<file path="config.mk">
export PLATFORM = sky130hd
export DESIGN_NAME = mem_access_stage
export DESIGN_NICKNAME = d
export VERILOG_FILES = /design/src/rtl/mem_access_stage.sv
export SDC_FILE = /design/constraint.sdc
export NUM_CORES = 1
export LEC_CHECK = 0
export ABC_AREA = 0
export ABC_CLOCK_PERIOD_IN_PS = 2900
export CORE_UTILIZATION = 45
export CTS_BUF_LIST = sky130_fd_sc_hd__clkbuf_8
export CTS_CLUSTER_SIZE = 10
export DETAILED_ROUTE_END_ITERATION = 10
export HOLD_SLACK_MARGIN = 0.03
export PLACE_DENSITY_LB_ADDON = 0.05
export SLEW_MARGIN = 5
export SYNTH_ARGS = -nofsm -noshare
export SYNTH_HDL_FRONTEND = slang
export SYNTH_SLANG_ARGS = --single-unit
</file>
<file path="constraint.sdc">
create_clock -name i_Clock -period 2.9 [get_ports i_Clock]
set_input_delay 0.725 -clock i_Clock [delete_from_list [all_inputs] [get_ports i_Clock]]
set_output_delay 0.725 -clock i_Clock [all_outputs]
set_load 0.1 [all_outputs]
</file>
<file path="src/rtl/mem_access_stage.sv">
// MEM stage: drives load/store accesses on a ready-handshake data bus, with byte-lane
// steering, load extension and misalignment detection; non-memory results pass through.
module mem_access_stage #(
    parameter int unsigned ADDR_WIDTH = 32,
    parameter int unsigned REG_WIDTH  = 5,
    parameter int unsigned DATA_WIDTH = 32
) (
    input  logic                  i_Clock,
    input  logic                  i_Reset,
    input  logic                  i_Valid,
    input  logic                  i_Flush,
    input  logic [6:0]            i_InstOP,
    input  logic [2:0]            i_Funct3,
    input  logic                  i_MemRdEnable,
    input  logic                  i_MemWrEnable,
    input  logic [ADDR_WIDTH-1:0] i_Addr,
    input  logic [DATA_WIDTH-1:0] i_WrData,
    input  logic [REG_WIDTH-1:0]  i_RegWrAddr,
    input  logic                  i_RegWrEnable,
    input  logic [DATA_WIDTH-1:0] i_AluResult,
    output logic [ADDR_WIDTH-1:0] o_MemAddr,
    output logic                  o_MemRdEnable,
    output logic                  o_MemWrEnable,
    output logic [3:0]            o_MemByteEnable,
    output logic [DATA_WIDTH-1:0] o_MemWrData,
    input  logic [DATA_WIDTH-1:0] i_MemRdData,
    input  logic                  i_MemReady,
    output logic                  o_Stall,
    output logic                  o_Misaligned,
    output logic [6:0]            o_InstOP,
    output logic [REG_WIDTH-1:0]  o_RegWrAddr,
    output logic                  o_RegWrEnable,
    output logic [DATA_WIDTH-1:0] o_RegWrData
);

    typedef enum logic [1:0] {S_IDLE, S_ACCESS, S_DONE} state_t;

    state_t                r_state;
    logic [ADDR_WIDTH-1:0] r_addr;
    logic [2:0]            r_funct3;
    logic [REG_WIDTH-1:0]  r_rd;
    logic [6:0]            r_op;
    logic [3:0]            r_be;
    logic [DATA_WIDTH-1:0] r_wdata;
    logic                  r_flushed;
    logic                  r_is_load;
    logic                  r_is_store;
    logic                  r_regwe;
    logic [DATA_WIDTH-1:0] r_result;

    logic                  w_memop;
    logic                  w_is_load;
    logic [1:0]            w_off;
    logic                  w_is_b;
    logic                  w_is_h;
    logic                  w_is_w;
    logic                  w_misaligned;
    logic [3:0]            w_be;
    logic [DATA_WIDTH-1:0] w_wdata;
    logic [DATA_WIDTH-1:0] w_shift;
    logic [DATA_WIDTH-1:0] w_load;

    // Access decode from EX/MEM; funct3[1:0] selects size, codes 011/110/111 fall into W
    assign w_memop      = i_Valid & (i_MemRdEnable | i_MemWrEnable);
    assign w_is_load    = i_MemRdEnable;
    assign w_off        = i_Addr[1:0];
    assign w_is_b       = (i_Funct3[1:0] == 2'b00);
    assign w_is_h       = (i_Funct3[1:0] == 2'b01);
    assign w_is_w       = ~(w_is_b | w_is_h);
    assign w_misaligned = (w_is_h & w_off[0]) | (w_is_w & (w_off != 2'b00));

    always_comb begin
        w_be    = 4'b1111;
        w_wdata = i_WrData;
        if (w_is_b) begin
            w_be    = 4'(4'b0001 << w_off);
            w_wdata = {4{i_WrData[7:0]}};
        end else if (w_is_h) begin
            w_be    = 4'(4'b0011 << w_off);
            w_wdata = {2{i_WrData[15:0]}};
        end
        if (w_is_load) begin
            w_wdata = '0;
        end
    end

    // Load lane extraction uses the latched offset and size
    assign w_shift = i_MemRdData >> {r_addr[1:0], 3'b000};

    always_comb begin
        w_load = w_shift;
        case (r_funct3)
            3'b000:  w_load = {{(DATA_WIDTH-8){w_shift[7]}}, w_shift[7:0]};
            3'b100:  w_load = {{(DATA_WIDTH-8){1'b0}}, w_shift[7:0]};
            3'b001:  w_load = {{(DATA_WIDTH-16){w_shift[15]}}, w_shift[15:0]};
            3'b101:  w_load = {{(DATA_WIDTH-16){1'b0}}, w_shift[15:0]};
            default: w_load = w_shift;
        endcase
    end

    // State and transaction registers
    always_ff @(posedge i_Clock or negedge i_Reset) begin
        if (!i_Reset) begin
            r_state    <= S_IDLE;
            r_addr     <= '0;
            r_funct3   <= '0;
            r_rd       <= '0;
            r_op       <= '0;
            r_be       <= '0;
            r_wdata    <= '0;
            r_flushed  <= 1'b0;
            r_is_load  <= 1'b0;
            r_is_store <= 1'b0;
            r_regwe    <= 1'b0;
            r_result   <= '0;
        end else begin
            case (r_state)
                S_IDLE: begin
                    if (w_memop && !w_misaligned) begin
                        r_addr     <= i_Addr;
                        r_funct3   <= i_Funct3;
                        r_rd       <= i_RegWrAddr;
                        r_op       <= i_InstOP;
                        r_be       <= w_be;
                        r_wdata    <= w_wdata;
                        r_flushed  <= i_Flush;
                        r_is_load  <= w_is_load;
                        r_is_store <= ~w_is_load;
                        r_regwe    <= i_RegWrEnable;
                        r_state    <= S_ACCESS;
                    end
                end
                S_ACCESS: begin
                    // A flush during the access only cancels writeback; the bus cycle completes
                    r_flushed <= r_flushed | i_Flush;
                    if (i_MemReady) begin
                        r_result <= r_is_load ? w_load : '0;
                        r_state  <= S_DONE;
                    end
                end
                S_DONE:  r_state <= S_IDLE;
                default: r_state <= S_IDLE;
            endcase
        end
    end

    // Bus requests, stall and MEM/WB outputs
    always_comb begin
        o_MemAddr       = '0;
        o_MemRdEnable   = 1'b0;
        o_MemWrEnable   = 1'b0;
        o_MemByteEnable = '0;
        o_MemWrData     = '0;
        o_Stall         = 1'b0;
        o_Misaligned    = 1'b0;
        o_InstOP        = i_InstOP;
        o_RegWrAddr     = i_RegWrAddr;
        o_RegWrEnable   = 1'b0;
        o_RegWrData     = i_AluResult;
        case (r_state)
            S_IDLE: begin
                if (w_memop) begin
                    o_Misaligned = w_misaligned;
                    o_Stall      = ~w_misaligned;
                end else begin
                    o_RegWrEnable = i_Valid & i_RegWrEnable & ~i_Flush;
                end
            end
            S_ACCESS: begin
                o_MemAddr       = r_addr;
                o_MemRdEnable   = r_is_load;
                o_MemWrEnable   = r_is_store;
                o_MemByteEnable = r_be;
                o_MemWrData     = r_wdata;
                o_Stall         = 1'b1;
                o_InstOP        = r_op;
                o_RegWrAddr     = r_rd;
                o_RegWrData     = '0;
            end
            S_DONE: begin
                o_InstOP      = r_op;
                o_RegWrAddr   = r_rd;
                o_RegWrData   = r_result;
                o_RegWrEnable = r_regwe & r_is_load & ~r_flushed;
            end
            default: ;
        endcase
    end

endmodule
</file>
==> impl_metrics.toml <==
[floorplanning]
dieArea_um2 = 15400
io_pins = 268
row_count = 44
die_h_um = 124
die_w_um = 124
coreArea_um2 = 14600
start_util_pct = 46.1

[global_route]
antenna_found_initial = 0
grt_pass1_vias = 6492
grt_start_max_net_pins = 75
grt_first_pass_wirelength_um = 33700
track_usage_pct = 27.6
grt-ovfl-total = 0

[clock_network]
cts.sinks = 121
cts_tree = "built"
insertion_delay_ns = 0.44
cts_made_buffers = 17
holdBufCountCts = 0
cts_setup_buffers = 0
root_buffer = "clkbuf_8"
clk_pin_slew_ns = 0.07
clock_path_buffers = 2
htree_num_levels = 4

[logic_synthesis]
ys_seq_elements = 121
synthTopCellsByArea = "dfrtp_1, mux2_2, and2_1"
ys_types = 38
ys_warn_count = 0
seq_area_frac_synth_pct = 45.0
synth_top_area_share_pct = 45.0
syn-instance-count = 694
avgSynthCellArea_um2 = 9.70
synth.cell_area_um2 = 6730
synth_area_leader_cell = "dfrtp_1"
syn_nets = 852

[worst_hold_path]
holdCritPathClass = "in -> async"

[timing]
worstMarginPinSlew_ns = 0.868
fin_crit_ns = 2.83
fin_worst_skew_ns = 0.00606
period_share_pct = 97.6
setup_viol = 0
fmax_ghz = 0.353
fin_ws_ns = 0.0692
max_slew_margin_pct = 41.9
rsz0062_at_grt = "yes"
fin_hold_ws_ns = 0.253
drv_slew = 0
hold_viol = 0

[job]
drv_cap = 0

[placement]
port-buffer-count = 267
place.gp.congestion = 0.885
dpl.hpwl_um = 15300
place_ws_ns = -0.0210

[critical_path]
crit_type = "reg -> out"
path_max_fanout = 44
r2r_cells = 6
r2r-start = "r_state[1]"
startpoint_type = "flop"
r2r_end = "r_result[29]"
rrSetupSlack_ns = 0.53
crit_start = "r_state[0]"
cp-end-kind = "primary output"
cp_data_required_time_ns = 2.17
endpoint = "o_InstOP[1]"
arrival_ns = 2.11

[routing]
route.vias.total = 6211
wl_per_cell_um = 18.1
first_pass_iters = 5
wirelength_um = 20800
ant_nets = 0
drc_errors = 0
drtIter0Drc = 399
via_per_inst = 5.40

[final_layout]
fin_nets = 1112
drive_above_1_share_pct = 29.2
fillers = 945
n_antenna_cell = 0
syn2layout_area_growth_pct = 69.3

[power_and_ir_drop]
ir_drop_v = 0.000711
power.density_nw_per_um2 = 1300
leakage_nw = 5.01

[run_status]
status = "finished, final reports clean"
## metrics by stage
stage               instances  utilization (%)  setup TNS [ns]  instance area [um2]  power, mW
floorplan                 694                -           -6.51                 6800       9.42
global placement         1118             74.8               0                10900       13.0
detailed placement       1118             74.8         -0.0939                10900       13.2
CTS                      1150             77.7               0                11300       14.8
global route             1151             78.1           -1.44                11400       15.4
finish                   1151             78.1               0                11400       14.8
## timing repair
item | 4_1_cts | 5_1_grt
resized for setup | 10 | 9
gates cloned | 0 | 1
endpoints found under the hold margin | 0 | 0
setup endpoints to repair | 34 | 73
pin swaps | 1 | 1
## synthesized netlist by cell type (all sizes together)
master     n
a211o      1
a211oi     3
a21oi     27
a221o     15
a31oi      1
a32o       1
a32oi      1
and2      70
and3b      1
buf       21
clkbuf    34
dfrtp    121
ha         7
inv       40
mux2      66
mux2i     42
mux4       2
nand2     88
nand2b     9
nand3      2
nand3b     7
nand4b     1
nor2      23
nor2b      5
nor3       1
nor3b      2
nor4       1
nor4b      1
o211ai     1
o21ai     71
o22a       1
o2bb2ai    1
o31ai     25
or2        1
or3        1
## worst max-delay path, stage by stage, from the launching register on
cell	delay [ns]
dfrtp_1	0.39
inv_1	0.08
ha_2	0.35
buf_12	0.24
mux2_2	0.40
buf_12	0.17
## routing by layer
layer  part of all wire [%]  up-vias  GRT usage [%]
met3                    8.1       45           8.93
met4                    2.8        0           10.1
met2                     49      272           45.7
met1                     40     3000           33.6
li1                       -     2894              -
met5                      0        -              0
## registers in the layout (all words and copies together) (netlist names)
register    count
r_op            7
r_result       32
r_is_store      1
r_is_load       1
r_funct3        3
r_be            4
r_rd            5
r_regwe         1
r_flushed       1
r_state         2
r_addr         32
r_wdata        32
## final cells by class
cell class / instances / area (um2) / share of cell area, %
Inverter: 40 / 150 / 1.32
Timing Repair Buffer: 296 / 4160 / 36.5
Clock inverter: 13 / 151 / 1.33
Tap cell: 184 / 230 / 2.02
Sequential cell: 121 / 3030 / 26.6
Clock buffer: 19 / 262 / 2.29
Multi-Input combinational cell: 478 / 3410 / 30.0
## worst min path at each step
stage,to,cells past startpoint,slack [ns],startpoint
floorplan,r_addr[0],0,0.43,i_Reset
global placement,r_wdata[28],2,0.46,r_wdata[28]
detailed placement,r_be[3],2,0.46,r_be[3]
CTS,r_wdata[6],1,0.25,i_Reset
global route,r_wdata[6],1,0.27,i_Reset
finish,r_wdata[6],1,0.25,i_Reset
## report_power, final
part / total (mW) / internal, mW / switching (mW)
clock: 1.57 / 0.887 / 0.681
combinational: 10.3 / 3.81 / 6.51
sequential: 2.92 / 2.47 / 0.450
total: 14.8 / 7.17 / 7.64
## cell usage in the layout, fill, tap and decap left out, types with 2 or more instances in the layout
| master | n |
|---|---|
| o21ai_2 | 13 |
| o31ai_1 | 25 |
| nor2_1 | 22 |
| nand3b_1 | 7 |
| ha_2 | 3 |
| mux2_2 | 61 |
| mux2i_1 | 42 |
| nand2_1 | 87 |
| mux4_2 | 2 |
| inv_1 | 39 |
| bufinv_16 | 3 |
| clkdlybuf4s50_1 | 146 |
| clkbuf_16 | 2 |
| buf_12 | 122 |
| inv_2 | 2 |
| dfrtp_1 | 121 |
| mux2_4 | 5 |
| a221o_1 | 6 |
| nand3_1 | 2 |
| dlygate4sd2_1 | 2 |
| a21oi_1 | 27 |
| ha_1 | 4 |
| nor3b_2 | 2 |
| clkinvlp_4 | 2 |
| nor2b_1 | 5 |
| and2_1 | 69 |
| o21ai_1 | 19 |
| clkbuf_8 | 19 |
| buf_4 | 22 |
| a211oi_1 | 3 |
| o21ai_0 | 39 |
| a221o_2 | 9 |
| clkinv_2 | 5 |
| nand2b_1 | 9 |
## cells by family (layout without fill, tap and decap cells)
kind of cell / count (synthesis) / in the layout / synth area share (%)
adders and majority gates: 7 / 7 / 1.30
buffers and inverters: 95 / 368 / 5.80
and+or+nand+nor: 213 / 213 / 16.3
AOI/OAI and AO/OA: 148 / 148 / 13.7
DFF: 121 / 121 / 45.0
muxes: 110 / 110 / 18.0
Power figures use the tool's default switching activity.
